===== src/rtl/rom_port_arbiter.sv =====
`timescale 1ns/1ps
`default_nettype none
// ============================================================================
// Module  : rom_port_arbiter
// Brief   : Shares one synchronous instruction ROM between CPU fetch and a
//           debug/loader read port, CPU first with bounded debug starvation.
// Revision: 1.0 - initial release
// ============================================================================
module rom_port_arbiter #(
  parameter int ADDR_W     = 32,
  parameter int DATA_W     = 32,
  parameter int STARVE_MAX = 4
) (
  input  logic              clk,
  input  logic              rst,
  input  logic              cpu_ce_i,
  input  logic [ADDR_W-1:0] cpu_addr_i,
  output logic [DATA_W-1:0] cpu_data_o,
  output logic              cpu_stall_o,
  input  logic              dbg_req_i,
  input  logic [ADDR_W-1:0] dbg_addr_i,
  output logic              dbg_ack_o,
  output logic [DATA_W-1:0] dbg_data_o,
  output logic              rom_ce_o,
  output logic [ADDR_W-1:0] rom_addr_o,
  input  logic [DATA_W-1:0] rom_data_i
);

  localparam int CNT_W = (STARVE_MAX < 1) ? 1 : $clog2(STARVE_MAX + 1);
  localparam logic [CNT_W-1:0] CNT_MAX = CNT_W'(STARVE_MAX);

  typedef enum logic [1:0] {
    ST_IDLE     = 2'd0,
    ST_DBG_ACK  = 2'd1,
    ST_DBG_DROP = 2'd2
  } state_e;

  typedef enum logic [1:0] {
    OWN_NONE = 2'd0,
    OWN_CPU  = 2'd1,
    OWN_DBG  = 2'd2
  } owner_e;

  state_e             state_q, state_d;
  owner_e             owner_q, owner_d;
  logic [CNT_W-1:0]   starve_cnt_q, starve_cnt_d;
  logic [DATA_W-1:0]  cpu_data_q, cpu_data_d;
  logic [DATA_W-1:0]  dbg_data_q, dbg_data_d;

  logic idle;
  logic dbg_win;
  logic cpu_win;

  always_comb begin
    idle    = (state_q == ST_IDLE);
    // Grants are masked while reset is held so the ROM side stays quiet.
    dbg_win = rst & idle & dbg_req_i & (~cpu_ce_i | (starve_cnt_q == CNT_MAX));
    cpu_win = rst & cpu_ce_i & ~dbg_win;

    rom_ce_o    = dbg_win | cpu_win;
    rom_addr_o  = '0;
    if (dbg_win) begin
      rom_addr_o = dbg_addr_i;
    end else if (cpu_win) begin
      rom_addr_o = cpu_addr_i;
    end
    cpu_stall_o = cpu_ce_i & dbg_win;

    owner_d = OWN_NONE;
    if (dbg_win) begin
      owner_d = OWN_DBG;
    end else if (cpu_win) begin
      owner_d = OWN_CPU;
    end

    state_d = state_q;
    case (state_q)
      ST_IDLE:     if (dbg_win) state_d = ST_DBG_ACK;
      ST_DBG_ACK:  state_d = ST_DBG_DROP;
      ST_DBG_DROP: state_d = ST_IDLE;
      default:     state_d = ST_IDLE;
    endcase

    starve_cnt_d = starve_cnt_q;
    if (dbg_win) begin
      starve_cnt_d = '0;
    end else if (idle & ~dbg_req_i) begin
      starve_cnt_d = '0;
    end else if (idle & cpu_win & (starve_cnt_q != CNT_MAX)) begin
      starve_cnt_d = starve_cnt_q + CNT_W'(1);
    end

    cpu_data_o = (owner_q == OWN_CPU) ? rom_data_i : cpu_data_q;
    cpu_data_d = cpu_data_o;
    dbg_ack_o  = (owner_q == OWN_DBG);
    dbg_data_o = dbg_ack_o ? rom_data_i : dbg_data_q;
    dbg_data_d = dbg_data_o;
  end

  always_ff @(posedge clk or negedge rst) begin
    if (!rst) begin
      state_q      <= ST_IDLE;
      owner_q      <= OWN_NONE;
      starve_cnt_q <= '0;
      cpu_data_q   <= '0;
      dbg_data_q   <= '0;
    end else begin
      state_q      <= state_d;
      owner_q      <= owner_d;
      starve_cnt_q <= starve_cnt_d;
      cpu_data_q   <= cpu_data_d;
      dbg_data_q   <= dbg_data_d;
    end
  end

endmodule
`default_nettype wire

===== config.mk =====
export PLATFORM = sky130hd
export DESIGN_NAME = rom_port_arbiter
export DESIGN_NICKNAME = d
export VERILOG_FILES = /design/src/rtl/rom_port_arbiter.sv
export SDC_FILE = /design/constraint.sdc
export NUM_CORES = 1
export LEC_CHECK = 0
export ABC_CLOCK_PERIOD_IN_PS = 2930
export CAP_MARGIN = 0
export CORE_MARGIN = 3
export CORE_UTILIZATION = 38
export DETAILED_ROUTE_END_ITERATION = 6
export GPL_TIMING_DRIVEN = 1
export HOLD_SLACK_MARGIN = 0.06
export PLACE_DENSITY = 0.81
export SYNTH_ARGS = -nofsm -noshare
export SYNTH_HDL_FRONTEND = slang
export SYNTH_SLANG_ARGS = --single-unit

===== constraint.sdc =====
create_clock -name clk -period 2.93 [get_ports clk]
set_input_delay 0.586 -clock clk [delete_from_list [all_inputs] [get_ports clk]]
set_output_delay 0.586 -clock clk [all_outputs]
set_load 0.02 [all_outputs]

==> parameters.txt <==
Parameter                              Value

Floorplanning
  Initial cell density of the core    40.1%
  Num ports    199
  Horizontal extent of the die    100 um
  Area of the die    10000 um^2
  Chip Height    100 um
  Standard-cell rows    33
  Placeable core region    8380 um^2

Drt
  Mean number of vias per cell    4.98
  Iteration-0 DRC Markers    27
  Detailed-route via count    2,821
  DRT antenna net count    0
  Routed WL per cell    18.2 um
  DRC viols    0
  Number of iterations in the first detailed-routing pass    4
  Total wirelength of the detailed-routed design    10.3 mm

STA
  Transition time of the tightest slew-check pin    0.639 ns
  Number of setup violations in the final report    0
  Fin crit period    2.88 ns
  RSZ-0062 raised after global routing    true
  Post-route worst hold slack    0.314 ns
  Relative slew slack    57.4%
  Number of pins with negative max-slew slack in the final report    0
  Period Utilization, post-route    98.4%
  Post-Route Skew    0.0150 ns
  Final number of hold-violating endpoints    0
  Highest clock rate    0.347 GHz

Power and ir drop
  Total power density per cell area    599 nW/um^2
  LEAKAGE    0.00260 uW
  Final Total Pwr    3460 uW
  Max IR drop VDD    237 uV

Logic synthesis
  Sequential area share after synthesis    52.9%
  Most frequently used flop master after synthesis    sky130_fd_sc_hd__dfrtp_1
  Flip-flop and latch count after synthesis    71
  Post-Synthesis Cells    247
  Cell area after synthesis    3360 um^2
  Warnings, synthesis    0
  Count of flip-flops with a built-in enable after synthesis    0
  Fraction of registers with async set/reset    100%
  Library cells used by synthesis    27
  Syn nets    349
  Synthesized area per cell    13.6 um^2

Run
  MaxCap Viol Count    0

Worst setup path
  Critical Path Slowest Stage Cell    sky130_fd_sc_hd__dfrtp_1
  Critical path class    register to primary output
  Critical path data arrival time    2.30 ns
  Setup crit start kind    register
  Data required, critical path    2.34 ns
  CP Max Fanout    6
  Most common cell on crit path    sky130_fd_sc_hd__buf_4
  Type of element capturing the critical path    primary output
  Largest incremental delay on the critical path    0.40 ns
  Cell Chain, Critical Path    inv_2 > ha_4 > a21boi_0 > buf_4 > nor4_4 > buf_4 > buf_4 > buf_6 > mux2_2 > buf_2

Layout
  Diodes inserted    0
  Share of cells above drive strength 1    37.2%
  Layout fillers    620
  Post-synthesis to final-layout area growth    72.1%
  Net count reported at finish    560

Clock tree
  Number of buffers added by the clock tree synthesis step    9
  Clock latency on the worst-skew pair    0.33 ns
  Max Root-Sink Buffers    2
  Root buffer selected by CTS    sky130_fd_sc_hd__clkbuf_8
  Maximum level of the CTS H-tree    3
  CTS tree    yes
  CTS Hold Bufs    0
  Clk sink count    71
  Clock transition at path regs    0.08 ns

GRT
  Global routing's busiest layer    met2
  Total Routing Usage GR    19.9%
  Congestion Overflow GR    0
  Number of antenna violations at the first check in global routing    0
  Routing usage on met3    7.02%
  Pin count of the biggest net entering global routing    52
  Global-route met1 utilization    20.6%
  Global-route wire length before repair    15.4 mm
  GR Util met2    37.4%
  Vias in the first global route    3,108

Placement
  Count of port buffers added during placement    198
  Weighted congestion reported at the end of routability-driven placement    0.831
  Half-perimeter wire length after placement    7.83 mm

Status
  Run status    complete, no violations

Worst hold path
  Worst hold-check path type    input port to asynchronous set/reset pin
-- repair_timing --
item / in CTS / in global routing
pin swaps: 0 / 1
gates resized for setup: 129 / 34
setup buffers: 1 / 4
cloned: 1 / 2
endpoints found under the setup margin: 34 / 25
-- cell type report --
type | instances | area (um^2) | share of cell area, %
timing repair buffer | 218 | 2100 | 36.4
sequential | 71 | 1780 | 30.7
multi-input combinational | 156 | 1520 | 26.2
clock buffer | 10 | 138 | 2.38
tap | 105 | 131 | 2.27
clock inverter | 5 | 106 | 1.84
inverter | 2 | 7.51 | 0.130
-- kinds of logic after synthesis --
family	share of synthesized area (%)
multiplexers	32.3
adder cells (fa/ha/maj)	0.745
flip-flops	52.9
AND/OR/NAND/NOR	9.21
AO/OA/AOI/OAI	1.86
buffers and inverters	2.94
-- where the power goes --
| group | leakage (uW) | internal (uW) | switching (uW) |
|---|---|---|---|
| Clock | 0.000119 | 586 | 353 |
| Combinational | 0.00163 | 690 | 608 |
| Sequential | 0.000849 | 1170 | 50.7 |
| Total | 0.00260 | 2450 | 1010 |
-- worst paths after layout --
path	start	slack [ns]	to	cells after the start
setup / recovery	starve_cnt_q[0]	0.05	rom_addr_o[13]	10
hold / removal	rst	0.31	cpu_data_q[27]	2
setup reg to reg	starve_cnt_q[0]	1.19	starve_cnt_q[1]	7
hold reg to reg	cpu_data_q[5]	0.49	cpu_data_q[5]	1
max in group asynchronous	rst	1.61	cpu_data_q[15]	3
min in group clk	cpu_data_q[5]	0.49	cpu_data_q[5]	1
-- cells in the final DEF, fill, tap and decap left out, drive strengths merged, types with 3 or more instances in the layout --
cell | synthesis | final
clkdlybuf4s50 | 0 | 162
mux2 | 96 | 96
o21ai | 3 | 3
dfrtp | 71 | 71
nand3 | 3 | 3
a21oi | 3 | 3
clkbuf | 12 | 12
and3 | 32 | 32
bufinv | 0 | 3
buf | 6 | 51
-- per-layer routing --
layer	vias up	wire (um)
met5	-	0
met4	0	189
met3	14	937
met2	124	5580
met1	1378	3620
li1	1305	-
-- state kept, by name, indices dropped and copies added, names as in the netlist --
name,count
owner_q,2
state_q,2
cpu_data_q,32
dbg_data_q,32
starve_cnt_q,3
-- per-stage QoR --
| step | worst slack, ns | cells | TNS, ns | instance area, um^2 | util, % |
|---|---|---|---|---|---|
| after global routing | -0.0492 | 567 | -0.326 | 5780 | 68.9 |
| after detailed placement | -0.342 | 544 | -10.43 | 5500 | 65.6 |
| after floorplan | 0.406 | 247 | 0 | 3360 | - |
| after CTS | -0.0729 | 561 | -0.104 | 5620 | 67.1 |
| after global placement | -0.316 | 544 | -9.55 | 5500 | 65.6 |
| final | 0.0477 | 567 | 0 | 5780 | 68.9 |
-- synth_stat cells, drive strengths merged, types with 3 or more instances --
library cell	instances	area [um^2]
a21oi	3	15.0
o21ai	3	15.0
buf	6	45.0
clkbuf	12	46.3
dfrtp	71	1780
nand3	3	15.0
mux2	96	1080
and3	32	205
-- critical path, delay by kind of cell (launching register included) --
family          cells  cell delay, ns
flops               1            0.40
simple gates        1            0.24
mux                 1            0.33
fa+ha+maj           1            0.14
compound gates      1            0.08
buf+inv             6            0.80
Note: power is estimated with default switching activity, not from simulation.
